**config.mk**
```make
export PLATFORM = sky130hd
export DESIGN_NAME = input_conditioner
export DESIGN_NICKNAME = d
export VERILOG_FILES = /design/src/rtl/input_conditioner.sv
export SDC_FILE = /design/constraint.sdc
export NUM_CORES = 1
export LEC_CHECK = 0
export ABC_AREA = 1
export BUFFER_PORTS_ARGS = -buffer_cell sky130_fd_sc_hd__buf_2
export CORE_MARGIN = 5
export CORE_UTILIZATION = 44
export CTS_CLUSTER_SIZE = 10
export DETAILED_ROUTE_END_ITERATION = 10
export HOLD_SLACK_MARGIN = 0.12
export PLACE_DENSITY = 0.69
export SYNTH_ARGS = -nofsm -noshare
export SYNTH_HDL_FRONTEND = slang
export SYNTH_SLANG_ARGS = --single-unit
```
**constraint.sdc**
```tcl
create_clock -name vga_clock -period 3.2 [get_ports vga_clock]
set_input_delay 0.16 -clock vga_clock [delete_from_list [all_inputs] [get_ports vga_clock]]
set_output_delay 0.16 -clock vga_clock [all_outputs]
set_load 0.02 [all_outputs]
```
**src/rtl/input_conditioner.sv**
```systemverilog
// input_conditioner: synchronises, debounces and conflict-resolves the raw
// board switches and buttons ahead of the game-logic state machine. Buttons
// additionally produce a registered one-cycle pulse when a press is accepted.
module input_conditioner #(
  parameter int SYNC_STAGES     = 2,
  parameter int DEBOUNCE_CYCLES = 250000,
  parameter int CNT_W           = $clog2(DEBOUNCE_CYCLES + 1)
) (
  input  logic vga_clock,
  input  logic reset,
  input  logic raw_left_switch,
  input  logic raw_right_switch,
  input  logic raw_jump_button,
  input  logic raw_start_button,
  output logic left_switch,
  output logic right_switch,
  output logic jump_button,
  output logic start_button,
  output logic jump_press,
  output logic start_press
);

  // Bit order for every per-input vector: 0 left, 1 right, 2 jump, 3 start.
  localparam int NUM_IN = 4;
  // Idle levels: switches off (0), buttons released (1, active-low).
  localparam logic [NUM_IN-1:0] IDLE     = 4'b1100;
  localparam logic [CNT_W-1:0]  CNT_LAST = CNT_W'(DEBOUNCE_CYCLES - 1);
  localparam logic [CNT_W-1:0]  CNT_ONE  = CNT_W'(1);

  typedef enum logic {
    STABLE  = 1'b0,
    PENDING = 1'b1
  } db_state_t;

  logic [NUM_IN-1:0]                   raw;
  logic [SYNC_STAGES-1:0][NUM_IN-1:0]  sync_q;
  logic [NUM_IN-1:0]                   sync;

  db_state_t                           state_q   [NUM_IN];
  db_state_t                           state_nxt [NUM_IN];
  logic [CNT_W-1:0]                    cnt_q     [NUM_IN];
  logic [CNT_W-1:0]                    cnt_nxt   [NUM_IN];
  logic [NUM_IN-1:0]                   db_q;
  logic [NUM_IN-1:0]                   db_nxt;

  logic [1:0]                          btn_db;
  logic [1:0]                          btn_db_prev_q;
  logic [1:0]                          armed_q;
  logic [1:0]                          press_q;

  assign raw  = {raw_start_button, raw_jump_button, raw_right_switch, raw_left_switch};
  assign sync = sync_q[SYNC_STAGES-1];

  // ---- stage 1: synchroniser chain, resets to idle levels ----
  // Shift each raw input through SYNC_STAGES flops to tame metastability.
  always_ff @(posedge vga_clock or posedge reset) begin
    if (reset) begin
      sync_q <= {SYNC_STAGES{IDLE}};
    end else begin
      sync_q[0] <= raw;
      for (int s = 1; s < SYNC_STAGES; s++) begin
        sync_q[s] <= sync_q[s-1];
      end
    end
  end

  // ---- stage 2: per-input debounce FSM ----
  // Register the debounce state, counter and accepted level of every input.
  always_ff @(posedge vga_clock or posedge reset) begin
    if (reset) begin
      for (int i = 0; i < NUM_IN; i++) begin
        state_q[i] <= STABLE;
        cnt_q[i]   <= '0;
      end
      db_q <= IDLE;
    end else begin
      for (int i = 0; i < NUM_IN; i++) begin
        state_q[i] <= state_nxt[i];
        cnt_q[i]   <= cnt_nxt[i];
      end
      db_q <= db_nxt;
    end
  end

  // Accept a change only after DEBOUNCE_CYCLES consecutive differing samples;
  // any sample matching the current level abandons the pending change.
  always_comb begin
    db_nxt = db_q;
    for (int i = 0; i < NUM_IN; i++) begin
      state_nxt[i] = state_q[i];
      cnt_nxt[i]   = cnt_q[i];
      case (state_q[i])
        STABLE: begin
          cnt_nxt[i] = '0;
          if (sync[i] != db_q[i]) begin
            // A single-cycle qualification accepts without visiting PENDING.
            if (DEBOUNCE_CYCLES == 1) begin
              db_nxt[i] = sync[i];
            end else begin
              state_nxt[i] = PENDING;
              cnt_nxt[i]   = CNT_ONE;
            end
          end
        end
        PENDING: begin
          if (sync[i] == db_q[i]) begin
            state_nxt[i] = STABLE;
            cnt_nxt[i]   = '0;
          end else if (cnt_q[i] == CNT_LAST) begin
            db_nxt[i]    = sync[i];
            state_nxt[i] = STABLE;
            cnt_nxt[i]   = '0;
          end else begin
            cnt_nxt[i] = cnt_q[i] + CNT_ONE;
          end
        end
        default: begin
          state_nxt[i] = STABLE;
          cnt_nxt[i]   = '0;
        end
      endcase
    end
  end

  // ---- stage 3: button press edge detection ----
  assign btn_db = db_q[3:2];

  // Pulse one cycle after an armed button's accepted level falls 1->0.
  always_ff @(posedge vga_clock or posedge reset) begin
    if (reset) begin
      btn_db_prev_q <= 2'b11;
      armed_q       <= 2'b00;
      press_q       <= 2'b00;
    end else begin
      btn_db_prev_q <= btn_db;
      armed_q       <= armed_q | btn_db;
      press_q       <= armed_q & btn_db_prev_q & ~btn_db;
    end
  end

  // Both switches on cancels out rather than favouring either direction.
  assign left_switch  = db_q[0] & ~db_q[1];
  assign right_switch = db_q[1] & ~db_q[0];
  assign jump_button  = db_q[2];
  assign start_button = db_q[3];
  assign jump_press   = press_q[0];
  assign start_press  = press_q[1];

endmodule

```
==> metrics.txt, run 1 <==
clock-pin transition on the worst setup and hold timing paths=0.09 ns; PostCTS Resize Cnt=0; crit path cell chain=ha_1 -> nand2_2 -> nor2_4 -> inv_2 -> nor2_4 -> nand2_2 -> nand2_2 -> o21ai_0; Worst Setup Path Type=flop to flop; flops & latches, synth=94; number of buffers and inverters on the critical path=1; Worst path slowest cell=dfrtp_1; setup_tns=0 ns; fillers=1054; Global Route Usage Sum=15.3%; final hold vios=0; total gr overflow=0; Crit path max-delay family=simple AND/OR/NAND/NOR gates; total power=2.11 mW; TritonCTS clock tree=yes; DR vias=3807; Clock Tree Root=clkbuf_8; CP dominant cell by count=nand2_2; post-synth net total=625; core area=10800 um2; Die Y=115 um; Seq/Total Area, Yosys=48.6%; critical path fanouts, max=14; Cells after Synth=615; Detailed Route Iter0 Violations=314; mapped cell area=4860 um2; Vias/cell=4.85; CP Launch Type=flop; routed wire length=9010 um; PwrDens=399 nW/um2; Placed Area=5060 um2; worst endpoint required time=3.44 ns; max_cap viols=0; global-route wire length before repair=16400 um; Initial Util=44.8%; headroom to the max-slew limit=47.6%; DP Worst Slack=1.66 ns; Setup violations, final=0; Die ar.=13200 um2; Hold WS=0.346 ns; # DRC=0; Skew-Pair Late Insertion Delay=0.37 ns; largest net degree at the start of global routing=68; CTS Sinks=94; final net count=650; RSZ-0062 raised after global routing=no; # port buffers=11; syn avg cell area=7.90 um2; vias in the first global route=3697; Final Instance Area=5300 um2; Wirelength per Cell=11.5 um; critical path endpoint category=flop; Final Worst Setup Slack=1.65 ns; synthesis-to-finish area growth=9.12%; Final ANT Viol Nets=0; number of distinct library cells after synthesis=27; Period minus WS final=1.55 ns; max frequency=644 MHz; H-Tree Depth=3; Syn. warnings=0; Max Slew Vio Count=0; Hold Path Class=flop to flop; Worst Skew=0.0104 ns; TritonCTS buffer count=9; Leak=2.22 nW; antenna violations before repair=0; Die X-Extent=115 um; share of layout cells above drive strength 1=11.3%; Final HPWL DP=6590 um; row count=38; highest ir drop seen on vdd=0.000265 V; period utilisation layout=48.5%; num ports=12; First-pass DRT Iterations=5; worst slew pin tran=0.787 ns; # diodes=0; status=finished clean; CP peak stage delay=0.37 ns; WP data arrival=1.79 ns; GPL Wtd Cong=0.906; CTS max path bufs=2
where the power goes:
| group | switching [mW] | internal (mW) |
|---|---|---|
| registers | 0.0187 | 1.22 |
| logic | 0.0831 | 0.0342 |
| clock network | 0.405 | 0.358 |
| total | 0.507 | 1.61 |
worst reg2reg max path, delay by kind of cell, from the launching register on:
kind / cells / cell delay, ns
and+or+nand+nor: 5 / 0.69
AOI/OAI and AO/OA: 1 / 0.13
adders and majority gates: 1 / 0.19
DFF: 1 / 0.37
buffers and inverters: 1 / 0.06
logic make-up after synthesis:
| kind of cell | Yosys count | share of synthesized area, % |
|---|---|---|
| xor gates and xnor gates | 33 | 5.95 |
| and+or+nand+nor | 385 | 35.2 |
| buffers and inverters | 72 | 6.18 |
| AOI/OAI and AO/OA | 27 | 2.99 |
| adders and majority gates | 4 | 1.03 |
| DFF | 94 | 48.6 |
final cells by class:
type,instances,area [um2],area share [%]
Sequential cell,94,2360,44.6
Timing Repair Buffer,18,120,2.27
Multi-Input combinational cell,449,2190,41.4
Clock buffer,10,128,2.41
Tap cell,140,175,3.31
Clock inverter,6,62.6,1.18
Inverter,68,258,4.86
per-layer routing:
| layer | wire length [um] | GRT usage [%] | vias up |
|---|---|---|---|
| met5 | 0 | 0 | - |
| met4 | 116 | 4.54 | 0 |
| met3 | 404 | 4.95 | 12 |
| met2 | 4180 | 24.4 | 81 |
| met1 | 4310 | 19.9 | 1757 |
| li1 | - | - | 1957 |
cell usage in the layout (no fill, tap or decap), drive strengths merged:
master,count
nand2,141
dfrtp,86
bufinv,1
clkinvlp,3
nand3b,1
nor2,168
dlygate4sd3,5
or2,4
xnor2,11
buf,13
nand4,11
and2,4
inv,68
clkbuf,10
o21bai,4
a21oi,7
xor2,22
dfstp,8
nand3,45
o21ai,16
nor4,2
nor3,8
ha,4
nor3b,1
clkinv,2
worst paths after layout:
kind	cells past startpoint	slack [ns]	endpoint	from
setup reg to reg	8	1.65	cnt_q[0]	cnt_q[0]
hold reg to reg	0	0.35	sync[3]	sync_q[3]
max in group asynchronous	4	1.92	sync[2]	reset
setup / recovery	8	1.65	cnt_q[0]	cnt_q[0]
min in group asynchronous	3	0.49	db_q[0]	reset
hold / removal	0	0.35	sync[3]	sync_q[3]
cells in the mapped netlist, drive strengths merged:
cell type | n | area share, %
nor2 | 168 | 15
nand2 | 141 | 12
dfrtp | 86 | 44
inv | 68 | 5.3
nand3 | 45 | 4.6
xor2 | 22 | 4.0
o21ai | 16 | 1.6
nand4 | 11 | 1.4
xnor2 | 11 | 2.0
dfstp | 8 | 4.3
nor3 | 8 | 0.82
a21oi | 7 | 0.72
and2 | 4 | 0.52
buf | 4 | 0.93
ha | 4 | 1.0
o21bai | 4 | 0.62
or2 | 4 | 0.52
nor4 | 2 | 0.26
nand3b | 1 | 0.15
nor3b | 1 | 0.15
stage by stage:
step | util [%] | cells
floorplan | - | 615
global placement | 46.7 | 764
detailed placement | 46.7 | 764
CTS | 48.9 | 785
global route | 48.9 | 785
finish | 48.9 | 785
timing repair:
item / in CTS / in global routing
hold buffers: 5 / 0
hold endpoints to repair: 67 / 0
setup buffers: 0 / 0
state kept, by name, indices dropped and copies added, names as in the netlist:
name,cells
cnt_q,72
db_q,4
state_q,4
sync,4
sync_q,4
armed_q,2
btn_db_prev_q,2
press_q,2
(Power assumes the default switching activity.)
==> run 2: changes to the inputs <==
==> constraint.sdc (replaced) <==
create_clock -name vga_clock -period 1.6 [get_ports vga_clock]
set_input_delay 0.08 -clock vga_clock [delete_from_list [all_inputs] [get_ports vga_clock]]
set_output_delay 0.08 -clock vga_clock [all_outputs]
set_load 0.02 [all_outputs]
==> run 2 against run 1 <==
Against the previous run: worst setup slack got worse by 1.5 ns; critical path depth unchanged; core utilization increased by 1.1 points; final cell count increased by 0.76%; cell area increased by 2.2%; sequential share of layout area decreased by 0.95 points; via count increased by 0.92%; clock power increased by 92%; global-route usage about the same; count of clock-buffer cells in the layout unchanged; routed wire length increased by 3.8%; critical path type unchanged; critical endpoint is now db_q[3]; largest cell class unchanged; largest power group unchanged; highest routed layer unchanged.
==> metrics.txt, run 2 (same netlist as run 1, synthesis figures left out) <==
status=finished clean (unchanged); Placed Area=5090 um2 (was 5060 um2); Final HPWL DP=6570 um (was 6590 um); clock-pin transition on the worst setup and hold timing paths=0.09 ns (about the same); Worst Hold Depth=2 (was 0); # port buffers=11 (unchanged); # DRC=0 (unchanged); share of layout cells above drive strength 1=12.7% (was 11.3%); Hold Path Origin=raw_right_switch (was sync_q[3]); # diodes=0 (unchanged); num ports=12 (unchanged); TritonCTS buffer count=9 (unchanged); reg-to-reg endpoint=db_q[3] (was cnt_q[0]); antenna violations before repair=0 (unchanged); CP Launch Type=flop (unchanged); highest ir drop seen on vdd=0.000525 V (was 0.000265 V); Clock Tree Root=clkbuf_8 (unchanged); Hold WS=0.345 ns (was 0.346 ns); Die ar.=13200 um2 (unchanged); Skew-Pair Late Insertion Delay=0.37 ns (about the same); H-Tree Depth=3 (unchanged); critical path fanouts, max=6 (was 14); synthesis-to-finish area growth=11.5% (was 9.12%); Setup crit end=db_q[3] (was cnt_q[0]); DR vias=3842 (was 3807); worst endpoint required time=1.90 ns (was 3.44 ns); First-pass DRT Iterations=4 (was 5); R2R Path Start=cnt_q[0] (unchanged); headroom to the max-slew limit=67.4% (was 47.6%); Worst Setup SP=cnt_q[0] (unchanged); Die X-Extent=115 um (unchanged); GPL Wtd Cong=0.872 (was 0.906); final net count=656 (was 650); CTS Sinks=94 (unchanged); Final Instance Area=5410 um2 (was 5300 um2); period utilisation layout=93.6% (was 48.5%); Leak=2.27 nW (was 2.22 nW); Biggest register=cnt_q (unchanged); worst slew pin tran=0.489 ns (was 0.787 ns); number of flip-flops under the largest register name=72 (unchanged); Worst Setup Path Type=flop to flop (unchanged); Period minus WS final=1.50 ns (was 1.55 ns); max frequency=668 MHz (was 644 MHz); Max Slew Vio Count=0 (unchanged); row count=38 (unchanged); setup_tns=0 ns (unchanged); Die Y=115 um (unchanged); Wirelength per Cell=11.8 um (was 11.5 um); Final ANT Viol Nets=0 (unchanged); Global Route Usage Sum=15.3% (about the same); final hold vios=0 (unchanged); critical path endpoint category=flop (unchanged); commonest non-fill, non-tap cell in the layout=nor2_1 (unchanged); most frequent cells in the layout=151 x nor2_1, 127 x nand2_1, 86 x dfrtp_1, 63 x inv_1, 45 x nand3_1 (was 153 x nor2_1, 127 x nand2_1, 86 x dfrtp_1, 63 x inv_1, 45 x nand3_1); total power=4.21 mW (was 2.11 mW); WP data arrival=1.80 ns (was 1.79 ns); Core Util, Final=49.9% (was 48.9%); Initial Util=44.8% (unchanged); Vias/cell=4.86 (was 4.85); largest net degree at the start of global routing=95 (was 68); Worst Skew=0.00786 ns (was 0.0104 ns); Setup violations, final=0 (unchanged); core area=10800 um2 (unchanged); global-route wire length before repair=16300 um (was 16400 um); max_cap viols=0 (unchanged); Detailed Route Iter0 Violations=293 (was 314); reg2reg path depth=8 (unchanged); CTS max path bufs=2 (unchanged); routed wire length=9350 um (was 9010 um); r2r setup slk=0.10 ns (was 1.65 ns); vias in the first global route=3671 (was 3697); TritonCTS clock tree=yes (unchanged); Hold Path Class=input pin to flop (was flop to flop); total gr overflow=0 (unchanged); PwrDens=777 nW/um2 (was 399 nW/um2)
## run 2: worst min path at each step
stage / to / slack, ns
floorplan: sync_q[2] / 0.08
global route: sync_q[3] / 0.33
CTS: sync_q[3] / 0.32
finish: sync_q[1] / 0.35
global placement: sync_q[3] / 0.18
detailed placement: sync_q[2] / 0.19
## run 2: cell type report
| cell class | count | area [um2] |
|---|---|---|
| Clock buffer | 10 | 138 |
| Clock inverter | 6 | 46.3 |
| Fill cell | 1047 | 5430 |
| Inverter | 68 | 259 |
| Multi-Input combinational cell | 450 | 2260 |
| Sequential cell | 94 | 2360 |
| Tap cell | 140 | 175 |
| Timing Repair Buffer | 23 | 170 |
## run 2: what timing repair did
item | 4_1_cts | 5_1_grt
endpoints found under the hold margin | 90 | 0
setup buffers | 0 | 3
hold buffers | 5 | 0
resized for setup | 0 | 13
setup endpoints to repair | 0 | 38
## run 2: per-layer routing
| metal | vias up | global-route usage [%] | wire, um |
|---|---|---|---|
| met5 | - | 0 | 0 |
| met4 | 0 | 4.77 | 74 |
| met3 | 4 | 5.21 | 327 |
| met2 | 54 | 24.7 | 4490 |
| met1 | 1811 | 19.4 | 4460 |
| li1 | 1973 | - | - |
## run 2: critical path, cell delays in order, from the launching register on
cell and delay [ns]:
dfrtp_1 0.38, ha_1 0.19, nand2_2 0.09, nor2_4 0.15
inv_2 0.06, nor2_4 0.11, nand2_2 0.13, o21ai_0 0.23
nand2_1 0.09
## run 2: power by group
group	switching, mW	leakage (nW)	internal (mW)
clock network	0.858	0.0889	0.615
logic	0.184	0.924	0.0836
registers	0.0352	1.26	2.43
## run 2: stage by stage
step	std cells	setup slack, ns
4_1_cts	787	0.0200
3_5_place_dp	766	0.0326
2_1_floorplan	615	0.247
5_1_grt	791	-0.00438
3_3_place_gp	766	0.103
6_report	791	0.103
